[src/rtl/scan_decoder_pkg.sv]
// Shared constants for the scan_decoder block: FSM state encoding, mode values
// and the dwell counter width rule.
package scan_decoder_pkg;

  localparam logic [1:0] S_IDLE   = 2'd0;
  localparam logic [1:0] S_DECODE = 2'd1;
  localparam logic [1:0] S_SCAN   = 2'd2;

  localparam logic MODE_DECODE = 1'b0;
  localparam logic MODE_SCAN   = 1'b1;

  // Counter must hold 0..DWELL-1; never narrower than one bit.
  function automatic int dwell_w(input int d);
    if (d < 1) begin
      return 1;
    end else begin
      return $clog2(d + 1);
    end
  endfunction

endpackage

[src/rtl/scan_decoder_onehot_dec.sv]
// Combinational binary-to-one-hot converter with enable; all-zero when disabled.
module onehot_dec #(
  parameter int SEL_W = 2
) (
  input  logic                  en_i,
  input  logic [SEL_W-1:0]      sel_i,
  output logic [(2**SEL_W)-1:0] out_o
);

  localparam int OUT_W = 2 ** SEL_W;

  // Shift is carried out at full output width so no position is lost.
  always_comb begin
    out_o = '0;
    if (en_i) begin
      out_o = OUT_W'(1) << sel_i;
    end else begin
      out_o = '0;
    end
  end

endmodule

[src/rtl/scan_decoder.sv]
// Registered N-to-2^N one-hot decoder with a SCAN mode that walks the active
// output through every position, holding each one for DWELL cycles.
module scan_decoder
  import scan_decoder_pkg::*;
#(
  parameter int SEL_W = 2,
  parameter int DWELL = 4
) (
  input  logic                  clk,
  input  logic                  reset,
  input  logic                  en,
  input  logic                  mode,
  input  logic [SEL_W-1:0]      a,
  input  logic                  load,
  output logic [(2**SEL_W)-1:0] b,
  output logic [SEL_W-1:0]      idx,
  output logic                  wrap
);

  localparam int OUT_W = 2 ** SEL_W;
  localparam int CNT_W = dwell_w(DWELL);
  localparam logic [CNT_W-1:0] DWELL_LAST = CNT_W'(DWELL - 1);
  localparam logic [SEL_W-1:0] IDX_LAST   = {SEL_W{1'b1}};

  logic [1:0]       state_q, state_d;
  logic [SEL_W-1:0] idx_q, idx_d;
  logic [CNT_W-1:0] dwell_q, dwell_d;
  logic             wrap_q, wrap_d;
  logic [OUT_W-1:0] b_q, b_d;

  // Priority: disable, decode, (re)entry or load into scan, then dwell advance.
  always_comb begin
    state_d = state_q;
    idx_d   = idx_q;
    dwell_d = dwell_q;
    wrap_d  = 1'b0;
    if (!en) begin
      state_d = S_IDLE;
      dwell_d = '0;
    end else if (mode == MODE_DECODE) begin
      state_d = S_DECODE;
      idx_d   = a;
      dwell_d = '0;
    end else if ((state_q != S_SCAN) || load) begin
      state_d = S_SCAN;
      idx_d   = a;
      dwell_d = '0;
    end else if (dwell_q != DWELL_LAST) begin
      dwell_d = dwell_q + CNT_W'(1);
    end else begin
      dwell_d = '0;
      idx_d   = idx_q + SEL_W'(1);
      wrap_d  = (idx_q == IDX_LAST);
    end
  end

  onehot_dec #(
    .SEL_W(SEL_W)
  ) u_dec (
    .en_i (en),
    .sel_i(idx_d),
    .out_o(b_d)
  );

  always_ff @(posedge clk or posedge reset) begin
    if (reset) begin
      state_q <= S_IDLE;
      idx_q   <= '0;
      dwell_q <= '0;
      wrap_q  <= 1'b0;
      b_q     <= '0;
    end else begin
      state_q <= state_d;
      idx_q   <= idx_d;
      dwell_q <= dwell_d;
      wrap_q  <= wrap_d;
      b_q     <= b_d;
    end
  end

  assign b    = b_q;
  assign idx  = idx_q;
  assign wrap = wrap_q;

endmodule

[config.mk]
export PLATFORM = sky130hd
export DESIGN_NAME = scan_decoder
export DESIGN_NICKNAME = d
export VERILOG_FILES = /design/src/rtl/scan_decoder_pkg.sv /design/src/rtl/scan_decoder_onehot_dec.sv /design/src/rtl/scan_decoder.sv
export SDC_FILE = /design/constraint.sdc
export NUM_CORES = 1
export LEC_CHECK = 0
export BUFFER_PORTS_ARGS = -buffer_cell sky130_fd_sc_hd__buf_2
export CORE_AREA = 2 2 39 41
export CTS_BUF_LIST = sky130_fd_sc_hd__clkbuf_8
export DETAILED_ROUTE_END_ITERATION = 10
export DIE_AREA = 0 0 41 43
export PLACE_DENSITY = 0.73
export RECOVER_POWER = 50
export SLEW_MARGIN = 20
export SYNTH_ARGS = -nofsm -noshare
export SYNTH_HDL_FRONTEND = slang
export SYNTH_SLANG_ARGS = --single-unit
[constraint.sdc]
create_clock -name clk -period 1.3 [get_ports clk]
set_input_delay 0.195 -clock clk [delete_from_list [all_inputs] [get_ports clk]]
set_output_delay 0.195 -clock clk [all_outputs]
set_load 0.03 [all_outputs]
==> summary.txt, run 1 <==
Timing
  – Crit path time final: 1240 ps
  – Final Cycle Share: 0.954
  – Hold Slack: between 100 and 150 ps
  – Setup Skew: between 0.9 and 1 ps
  – Final Hold Viols: 0
  – RSZ-0062 raised after global routing: true
  – Relative slew slack: 0.689
  – Final setup vio count: 0
  – Slew Limit Fails: 0
  – Max Fclk: 806 MHz
  – Worst-Margin Slew: 466 ps

Synthesis
  – Fraction of synthesized cell area in xor and xnor cells: 0
  – Post-synth ARST share: 1.00
  – Synth warnings: 0
  – Compound-gate portion of the synthesized area: 0.125
  – Yosys cell types: 27
  – Synth Instances: 60
  – Syn nets: 69
  – Post-synth top area cell: dfrtp_1
  – Ys flop type: dfrtp_1
  – Yosys reg bits: 12
  – Adder-Cell Fraction of Synth Area: 0.0403
  – Syn avg cell area: 10.3 um^2
  – EDFF count, synth: 0
  – Most frequent cells after synthesis: dfrtp_1 (12), a31oi_1 (4), nand2_1 (4), nor2b_1 (4), nand3b_1 (3)
  – Largest family of logic cells by synthesized area: simple AND/OR/NAND/NOR gates
  – Top-count cell post-synth: dfrtp_1
  – Seq/Total Area, Yosys: 0.484
  – Mux cell area share after synthesis: 0.0161
  – Synth area leaders: dfrtp_1 (48%), a31oi_1 (4.0%), and4bb_2 (4.0%)
  – Synth top area share: 0.484
  – Simple-Gate Fraction of Synth Area: 0.284
  – Post-Syn Area: around 620 um^2

Power and ir drop
  – Sw Ratio: 0.255
  – Internal Power: 0.725 mW
  – Peak supply drop: 0.613 mV
  – Comb pwr share: 0.161
  – Psw: 0.248 mW
  – PwrDens: between 1000 and 1500 nW/um^2
  – Sequential Power Share: 0.411
  – Clock share of power: 0.428
  – Static Leak: 0.352 nW
  – Design Power: 0.974 mW

Clock tree
  – Clk buf depth: 2
  – CTS Buf Count: 3
  – Clock sinks: 12
  – H-tree depth: 1
  – Clock transition at path regs: 50 ps
  – Worst skew pair latency: roughly 250 ps
  – CTS tree: built
  – Post-CTS Setup Bufs: 0
  – Clock Tree Root: clkbuf_8

Final layout
  – Ant diodes: 0
  – Synth-to-layout area growth: 27.8%
  – Final Non-Filler Cells: 94
  – Layout cell share with drive strength beyond 1: 0.346
  – Layout net count: 88

Setup path
  – Setup CP Type: flop to flop
  – CP Capture Type: flop
  – Worst-path fanout max: 8
  – Critical path data arrival time: 1410 ps
  – Data required, critical path: 1470 ps
  – Worst setup SP type: flop

GRT
  – Initial antenna violation count: 0
  – Vias in the first global route: 396
  – Largest net degree at the start of global routing: 15
  – All-layer global routing usage: 0.175
  – Global route overflow: 0
  – First-pass GRT wire length: 1880 um

Drt
  – Vias: 498
  – DRT Wirelength: 1260 um
  – WL/cell: about 13 um
  – Post-DRT Antenna Nets: 0
  – DRC: 0
  – Vias per cell: 5.30
  – DRT iter0 DRCs: 8
  – First-pass detailed-route iteration total: 4

Place
  – Port Buf Inserts: 13
  – Placed Cells: 89
  – GPL Wtd Cong: 0.741
  – Hpwl dp: 881 um

Hold path
  – Worst hold path class: input port to flop

Outcome
  – Status: completed

Floorplanning
  – Die Width: 41 um
  – Initial Util: 0.448
  – Die span in y: 43 um
  – Die area: approximately 1800 um^2
  – Core box area: 1380 um^2
  – Ports: 14
  – # rows: 14

Run
  – MaxCap Viol Count: 0
[sequential cells by signal, indices dropped and copies added, names as in the netlist]
signal and flops:
wrap 1, state_q 2, dwell_q 3, idx 2, b 4
[cell type report]
class,count,area (um^2)
Fill cell,130,591
Multi-Input combinational cell,43,308
Sequential cell,12,303
Timing Repair Buffer,18,104
Clock buffer,4,55.1
Tap cell,16,20.0
Inverter,1,3.75
[layout by cell type, fill, tap and decap left out, drive strengths merged]
master,n
mux2i,1
dlygate4sd3,1
nor2,2
and2,2
inv,1
o22ai,1
a31oi,4
or3,2
o21ai,4
clkbuf,5
nor3,1
ha,2
and4bb,2
buf,16
nor3b,2
nand2,4
a41oi,1
nor2b,5
o211ai,1
dfrtp,12
nand3,2
nand3b,3
nand2b,2
a21oi,2
[through the flow]
stage               TNS [ps]   util  worst slack (ps)  area [um^2]
finish                     0  0.573              59.4          793
global placement           0  0.524              61.3          726
CTS                        0  0.571              20.9          791
global route           -7.62  0.573             -4.51          793
floorplan                  0      -              7.93          638
detailed placement         0  0.524              32.7          726
[worst paths after layout]
kind,to,cells after the start,startpoint,slack (ps)
setup reg to reg,b[0]$_DFF_PP0_,4,dwell_q[0]$_DFF_PP0_,60
hold / removal,state_q[0]$_DFFE_PP0P_,2,mode,120
min in group asynchronous,state_q[0]$_DFFE_PP0P_,3,reset,510
max in group asynchronous,idx[1]$_DFF_PP0_,3,reset,440
setup / recovery,b[0]$_DFF_PP0_,4,dwell_q[0]$_DFF_PP0_,60
hold reg to reg,dwell_q[0]$_DFF_PP0_,1,dwell_q[0]$_DFF_PP0_,450
[power by group through the flow]
stage	Sequential, mW	Clock (mW)	Combinational (mW)
floorplan	0.436	0	0.0709
global placement	0.406	0	0.151
detailed placement	0.407	0	0.153
CTS	0.401	0.423	0.157
global route	0.402	0.441	0.172
finish	0.400	0.416	0.157
[critical path, cell delays in order (launching register included)]
cell	delay [ps]
dfrtp_1	380
ha_2	190
nor2b_4	160
or3_1	310
a31oi_1	130
[logic make-up after synthesis]
group	after synthesis
multiplexers	1
buffers and inverters	5
AO/OA/AOI/OAI	13
flip-flops	12
adder cells (fa/ha/maj)	2
AND/OR/NAND/NOR	27
[routing by layer]
layer / vias up / global-route usage / routed length [um]
li1: 249 / - / -
met2: 16 / 0.213 / 571
met5: - / 0 / 0
met1: 228 / 0.239 / 572
met4: 0 / 0.140 / 46
met3: 5 / 0.0628 / 68
[timing repair]
action                                  CTS  global route
endpoints found under the setup margin    0             3
hold buffers                              1             0
resized for setup                         0             1
endpoints found under the hold margin    12             0
Power figures use the tool's default switching activity.
==> run 2, diff against run 1 <==
--- a/config.mk
+++ b/config.mk
@@ -6,11 +6,13 @@
 export NUM_CORES = 1
 export LEC_CHECK = 0
 export BUFFER_PORTS_ARGS = -buffer_cell sky130_fd_sc_hd__buf_2
-export CORE_AREA = 2 2 39 41
+export CELL_PAD_IN_SITES_DETAIL_PLACEMENT = 0
+export CELL_PAD_IN_SITES_GLOBAL_PLACEMENT = 1
+export CORE_ASPECT_RATIO = 1.1
+export CORE_UTILIZATION = 37
 export CTS_BUF_LIST = sky130_fd_sc_hd__clkbuf_8
 export DETAILED_ROUTE_END_ITERATION = 10
-export DIE_AREA = 0 0 41 43
-export PLACE_DENSITY = 0.73
+export PLACE_DENSITY = 0.86
 export RECOVER_POWER = 50
 export SLEW_MARGIN = 20
 export SYNTH_ARGS = -nofsm -noshare
==> run 2 against run 1 <==
  * Worst setup slack got worse by 24 ps
  * Wire length fell by 2.7%
  * Die area increased by 4.7%
  * Via count is 2.4% higher
  * Critical path type unchanged
  * Largest power group unchanged
  * Worst hold slack got worse by 3.2 ps
  * Highest routed layer unchanged
  * Critical path depth did not move
  * Clock power shrank 3%
==> summary.txt, run 2 (synthesis gave the netlist of run 1 again) <==
Place
  – Placed Cells: 91 (+2.2%)
  – Hpwl dp: 892 um (+1.2%)
  – GPL Wtd Cong: 0.810 (+9.3%)
  – Port Buf Inserts: 13 (unchanged)

Final layout
  – Most frequent cells in the layout: buf_2 (11), dfrtp_1 (10), buf_4 (5)
  – Ant diodes: 0 (unchanged)
  – Synth-to-layout area growth: 30.0%
  – Layout net count: 89 (+1.1%)
  – Commonest non-fill, non-tap cell in the layout: buf_2
  – Final Non-Filler Cells: 96 (+2.1%)
  – Fill count: 142 (+9.2%)
  – Core utilization of the finished layout: 0.512 (-0.0613)
  – Max reg flops: 4 (unchanged)
  – Layout cell share with drive strength beyond 1: 0.342 (-0.00438)

Floorplanning
  – Die Width: 41.1 um (+0.12%)
  – # rows: 15 (+1)
  – Die area: 1850 um^2 (+4.7%)
  – Initial Util: 0.394 (-0.0548)
  – Die span in y: 45.0 um (+4.5%)
  – Core box area: 1580 um^2 (+14%)
  – Ports: 14 (unchanged)

GRT
  – Vias in the first global route: 396 (unchanged)
  – Largest net degree at the start of global routing: 14 (-1)
  – Initial antenna violation count: 0 (unchanged)
  – First-pass GRT wire length: 1790 um (-4.7%)
  – Global route overflow: 0 (unchanged)
  – All-layer global routing usage: 0.154 (-0.0209)

Setup path
  – CP Capture Type: flop
  – Setup CP Type: flop to flop
  – Critical path data arrival time: 1390 ps (-20 ps)
  – Top delay family on crit path: flip-flops
  – CP Buf/Inv Count: 0 (unchanged)
  – Worst setup SP type: flop
  – Reg2reg setup slack: 40 ps (-20 ps)
  – Crit-path slowest cell: dfrtp_2
  – Worst-path fanout max: 5 (-3)
  – Data required, critical path: 1430 ps (-40 ps)
  – Crit path from: idx[1]$_DFF_PP0_
  – Slowest stage delay, CP: 420 ps (+40 ps)
  – RR Startpoint: idx[1]$_DFF_PP0_
  – CP cell instances: ha_4 > and4bb_2 > a31oi_1 > a21oi_1

Clock tree
  – H-tree depth: 1 (unchanged)
  – CTS tree: built
  – Clk buf depth: 2 (unchanged)
  – Clock Tree Root: clkbuf_8
  – Worst skew pair latency: 240 ps (about the same)
  – Post-CTS Setup Bufs: 0 (unchanged)
  – Clock transition at path regs: 50 ps (about the same)
  – CTS Buf Count: 3 (unchanged)
  – Clock sinks: 12 (unchanged)

Timing
  – Max Fclk: 791 MHz (-1.9%)
  – RSZ-0062 raised after global routing: false
  – Final setup vio count: 0 (unchanged)
  – Worst-Margin Slew: 448 ps (-18.3 ps)
  – Crit path time final: 1260 ps (+23.8 ps)
  – Final Hold Viols: 0 (unchanged)
  – Setup Skew: 2.39 ps (+1.39 ps)
  – Total Neg Setup Slack: 0 ps (unchanged)
  – Slew Limit Fails: 0 (unchanged)
  – Relative slew slack: 0.701 (+0.0122)
  – Final Cycle Share: 0.973 (+0.0183)

Drt
  – DRT iter0 DRCs: 7 (-1)
  – WL/cell: 12.8 um (-4.7%)
  – DRT Wirelength: 1230 um (-2.7%)
  – Vias per cell: 5.31 (+0.28%)
  – First-pass detailed-route iteration total: 4 (unchanged)
  – Post-DRT Antenna Nets: 0 (unchanged)
  – DRC: 0 (unchanged)
  – Vias: 510 (+2.4%)

Run
  – MaxCap Viol Count: 0 (unchanged)

Power and ir drop
  – PwrDens: 1190 nW/um^2 (-2.9%)
  – Design Power: 0.962 mW (-1.2%)
  – Static Leak: 0.353 nW (+0.19%)
  – Peak supply drop: 0.416 mV (-32%)

Hold path
  – Worst hold path class: input port to flop
  – Hold_sp: mode

Outcome
  – Status: completed
==> run 2: cell types whose count changed in the layout (fill, tap and decap cells not counted), sizes merged <==
cell    change
clkbuf      +1
==> run 2: path summary, 6_finish.rpt <==
path,endpoint,depth (start not counted)
worst max-delay path,b[3]$_DFF_PP0_,4
worst min-delay path,state_q[0]$_DFFE_PP0P_,2
worst max register to register,b[3]$_DFF_PP0_,4
worst min register to register,dwell_q[0]$_DFF_PP0_,1
max in group asynchronous,idx[1]$_DFF_PP0_,3
min in group asynchronous,state_q[0]$_DFFE_PP0P_,3
==> run 2: power breakdown <==
part,switching (mW),internal (mW),total [mW]
Sequential,0.00936,0.391,0.401
Combinational,0.0913,0.0661,0.157
Clock,0.136,0.267,0.404
==> run 2: metrics by stage <==
stage | hold slack (ps) | worst slack [ps] | cell area, um^2
global route | 136 | 1.02 | 807
CTS | 120 | 55.2 | 800
finish | 120 | 35.7 | 807
floorplan | 59.6 | 7.93 | 638
detailed placement | 215 | 68.5 | 734
global placement | 207 | 68.1 | 734
==> run 2: routing by layer <==
metal,part of all wire,vias up,global-route usage
met4,0.025,0,0.100
li1,-,252,-
met3,0.053,4,0.0591
met2,0.48,23,0.219
met1,0.44,231,0.189
met5,0,-,0
==> run 2: timing repair <==
action | CTS | global route
hold buffers | 1 | 0
endpoints found under the setup margin | 0 | 2
endpoints found under the hold margin | 12 | 0
gates resized for setup | 0 | 1
==> run 2: cell type report <==
cell class	count	area, um^2	area share
sequential	12	303	0.375
inverter	1	3.75	0.00465
multi-input combinational	43	314	0.389
tap	17	21.3	0.0264
timing repair buffer	19	110	0.136
clock buffer	4	55.1	0.0682
==> run 3, diff against run 2 <==
--- a/config.mk
+++ b/config.mk
@@ -13,7 +13,7 @@
 export CTS_BUF_LIST = sky130_fd_sc_hd__clkbuf_8
 export DETAILED_ROUTE_END_ITERATION = 10
 export PLACE_DENSITY = 0.86
-export RECOVER_POWER = 50
+export RECOVER_POWER = 25
 export SLEW_MARGIN = 20
 export SYNTH_ARGS = -nofsm -noshare
 export SYNTH_HDL_FRONTEND = slang
==> run 3 against run 2 <==
  * Critical path depth unchanged
  * Clock power about the same
  * Via count down 0.39%
  * Worst hold slack about the same
  * Power about the same
  * Non-clock buffer count unchanged
  * Clock skew about the same
  * Core utilization up 0.16 points
  * First-iteration DRC count unchanged
  * Fmax up 0.82%
  * Critical path type unchanged
  * Largest cell class unchanged
==> summary.txt, run 3 (synthesis gave the netlist of run 1 again) <==
Clock tree
  – H-tree depth: 1 (unchanged)
  – Clk buf depth: 2 (unchanged)
  – CTS Buf Count: 3 (unchanged)
  – CTS tree: built
  – Post-CTS Setup Bufs: 0 (unchanged)
  – Clock sinks: 12 (unchanged)
  – Clock transition at path regs: 50 ps (about the same)
  – Worst skew pair latency: 240 ps (about the same)
  – Clock Tree Root: clkbuf_8

Timing
  – RSZ-0062 raised after global routing: false
  – Relative slew slack: 0.702 (about the same)
  – Slew Limit Fails: 0 (unchanged)
  – Final Hold Viols: 0 (unchanged)
  – Total Neg Setup Slack: 0 ps (unchanged)
  – Worst-Margin Slew: 447 ps (-0.794 ps)
  – Hold Slack: 120 ps (-0.208 ps)
  – Max Fclk: 797 MHz (+0.82%)
  – Final Cycle Share: 0.965 (-0.00795)
  – Crit path time final: 1250 ps (-10.3 ps)
  – Final setup vio count: 0 (unchanged)
  – PnR worst setup slack: 46.0 ps (+10.3 ps)
  – Setup Skew: 2.42 ps (+0.0309 ps)

Power and ir drop
  – Sw Ratio: 0.246 (-0.000545)
  – Psw: 0.236 mW (-0.18%)
  – PwrDens: 1190 nW/um^2 (-0.27%)
  – Internal Power: 0.726 mW (+0.12%)
  – Static Leak: 0.361 nW (+2.2%)
  – Comb pwr share: 0.164 (about the same)
  – Peak supply drop: 0.416 mV (about the same)
  – Sequential Power Share: 0.416 (about the same)
  – Design Power: 0.962 mW (about the same)
  – Clock share of power: 0.420 (about the same)

Final layout
  – Layout net count: 89 (unchanged)
  – Fill count: 142 (unchanged)
  – Commonest non-fill, non-tap cell in the layout: buf_2
  – Most frequent cells in the layout: buf_2 (13), dfrtp_1 (10), buf_4 (5)
  – Multi-input gate area: 314 um^2 (unchanged)
  – Layout cell share with drive strength beyond 1: 0.367 (+0.0253)
  – Max reg flops: 4 (unchanged)
  – Core utilization of the finished layout: 0.513 (+0.00159)
  – Register Area: 303 um^2 (unchanged)
  – Ant diodes: 0 (unchanged)
  – Synth-to-layout area growth: 30.4%

Drt
  – First-pass detailed-route iteration total: 4 (unchanged)
  – Post-DRT Antenna Nets: 0 (unchanged)
  – Vias: 508 (-0.39%)
  – DRC: 0 (unchanged)
  – DRT iter0 DRCs: 7 (unchanged)
  – DRT Wirelength: 1230 um (+0.33%)
  – WL/cell: 12.8 um (+0.33%)
  – Vias per cell: 5.29 (-0.39%)

Setup path
  – RR Startpoint: idx[1]$_DFF_PP0_
  – Reg2Reg Depth: 4 (unchanged)
  – Critical path data arrival time: 1380 ps (about the same)
  – Reg2reg setup slack: 50 ps (about the same)
  – RR Endpoint: b[3]$_DFF_PP0_
  – CP Capture Type: flop
  – Setup CP Type: flop to flop
  – Worst setup SP type: flop
  – Data required, critical path: 1430 ps (about the same)
  – Worst-path fanout max: 5 (unchanged)

GRT
  – All-layer global routing usage: 0.154 (unchanged)
  – Largest net degree at the start of global routing: 14 (unchanged)
  – Initial antenna violation count: 0 (unchanged)
  – Global route overflow: 0 (unchanged)
  – Vias in the first global route: 396 (unchanged)
  – First-pass GRT wire length: 1790 um (unchanged)

Place
  – Hpwl dp: 892 um (unchanged)
  – Pre-CTS WS: 68.5 ps (unchanged)
  – Port Buf Inserts: 13 (unchanged)
  – GPL Wtd Cong: 0.810 (unchanged)

Hold path
  – Hold path cells: 2 (unchanged)
  – Worst hold path class: input port to flop
  – End of the worst hold path: state_q[0]$_DFFE_PP0P_
  – Hold_sp: mode

Floorplanning
  – Die span in y: 45.0 um (unchanged)
  – Core box area: 1580 um^2 (unchanged)
  – Die area: 1850 um^2 (unchanged)
  – Initial Util: 0.394 (unchanged)
  – # rows: 15 (unchanged)
  – Die Width: 41.1 um (unchanged)
  – Ports: 14 (unchanged)

Outcome
  – Status: completed

Run
  – MaxCap Viol Count: 0 (unchanged)
[run 3: cell count changes in the layout (fill, tap and decap cells not counted)]
cell      change
buf_2         +2
clkbuf_1      -2
[run 3: how the worst max path moves through the flow]
stage,from,to,slack (ps),cells after the start
after CTS,idx[1]$_DFF_PP0_,b[3]$_DFF_PP0_,60,4
after global placement,idx[1]$_DFF_PP0_,b[3]$_DFF_PP0_,70,4
after detailed placement,idx[1]$_DFF_PP0_,b[3]$_DFF_PP0_,70,4
final,idx[1]$_DFF_PP0_,b[3]$_DFF_PP0_,50,4
after floorplan,idx[1]$_DFF_PP0_,b[3]$_DFF_PP0_,8,4
after global routing,dwell_q[0]$_DFF_PP0_,b[0]$_DFF_PP0_,1,4
[run 3: area by class of cell]
| cell class | count | share of cell area |
|---|---|---|
| Clock buffer | 4 | 0.0680 |
| Sequential cell | 12 | 0.374 |
| Inverter | 1 | 0.00464 |
| Timing Repair Buffer | 19 | 0.139 |
| Multi-Input combinational cell | 43 | 0.388 |
| Tap cell | 17 | 0.0263 |
[run 3: worst max-delay path, stage by stage, from the launching register on]
cell and delay, ps:
dfrtp_2 420, ha_4 260, and4bb_2 230, a31oi_1 140, a21oi_1 90
[run 3: layer usage]
layer / vias up / wire, um / global-route usage
li1: 252 / - / -
met1: 228 / 532 / 0.189
met2: 24 / 594 / 0.219
met3: 4 / 71 / 0.0591
met4: 0 / 31 / 0.100
met5: - / 0 / 0
[run 3: power by group through the flow]
stage	registers, mW	logic (mW)	clock network, mW
finish	0.401	0.158	0.404
global route	0.403	0.173	0.427
CTS	0.401	0.156	0.412
detailed placement	0.407	0.153	0
global placement	0.406	0.153	0
floorplan	0.436	0.0709	0
[run 3: what timing repair did]
action,4_1_cts,5_1_grt
endpoints found under the hold margin,12,0
endpoints found under the setup margin,0,2
hold buffers,1,0
resized for setup,0,1
[run 3: stage by stage]
step | cell area, um^2 | std cells
detailed placement | 734 | 91
finish | 810 | 96
CTS | 800 | 96
global placement | 734 | 91
floorplan | 638 | 60
global route | 810 | 96
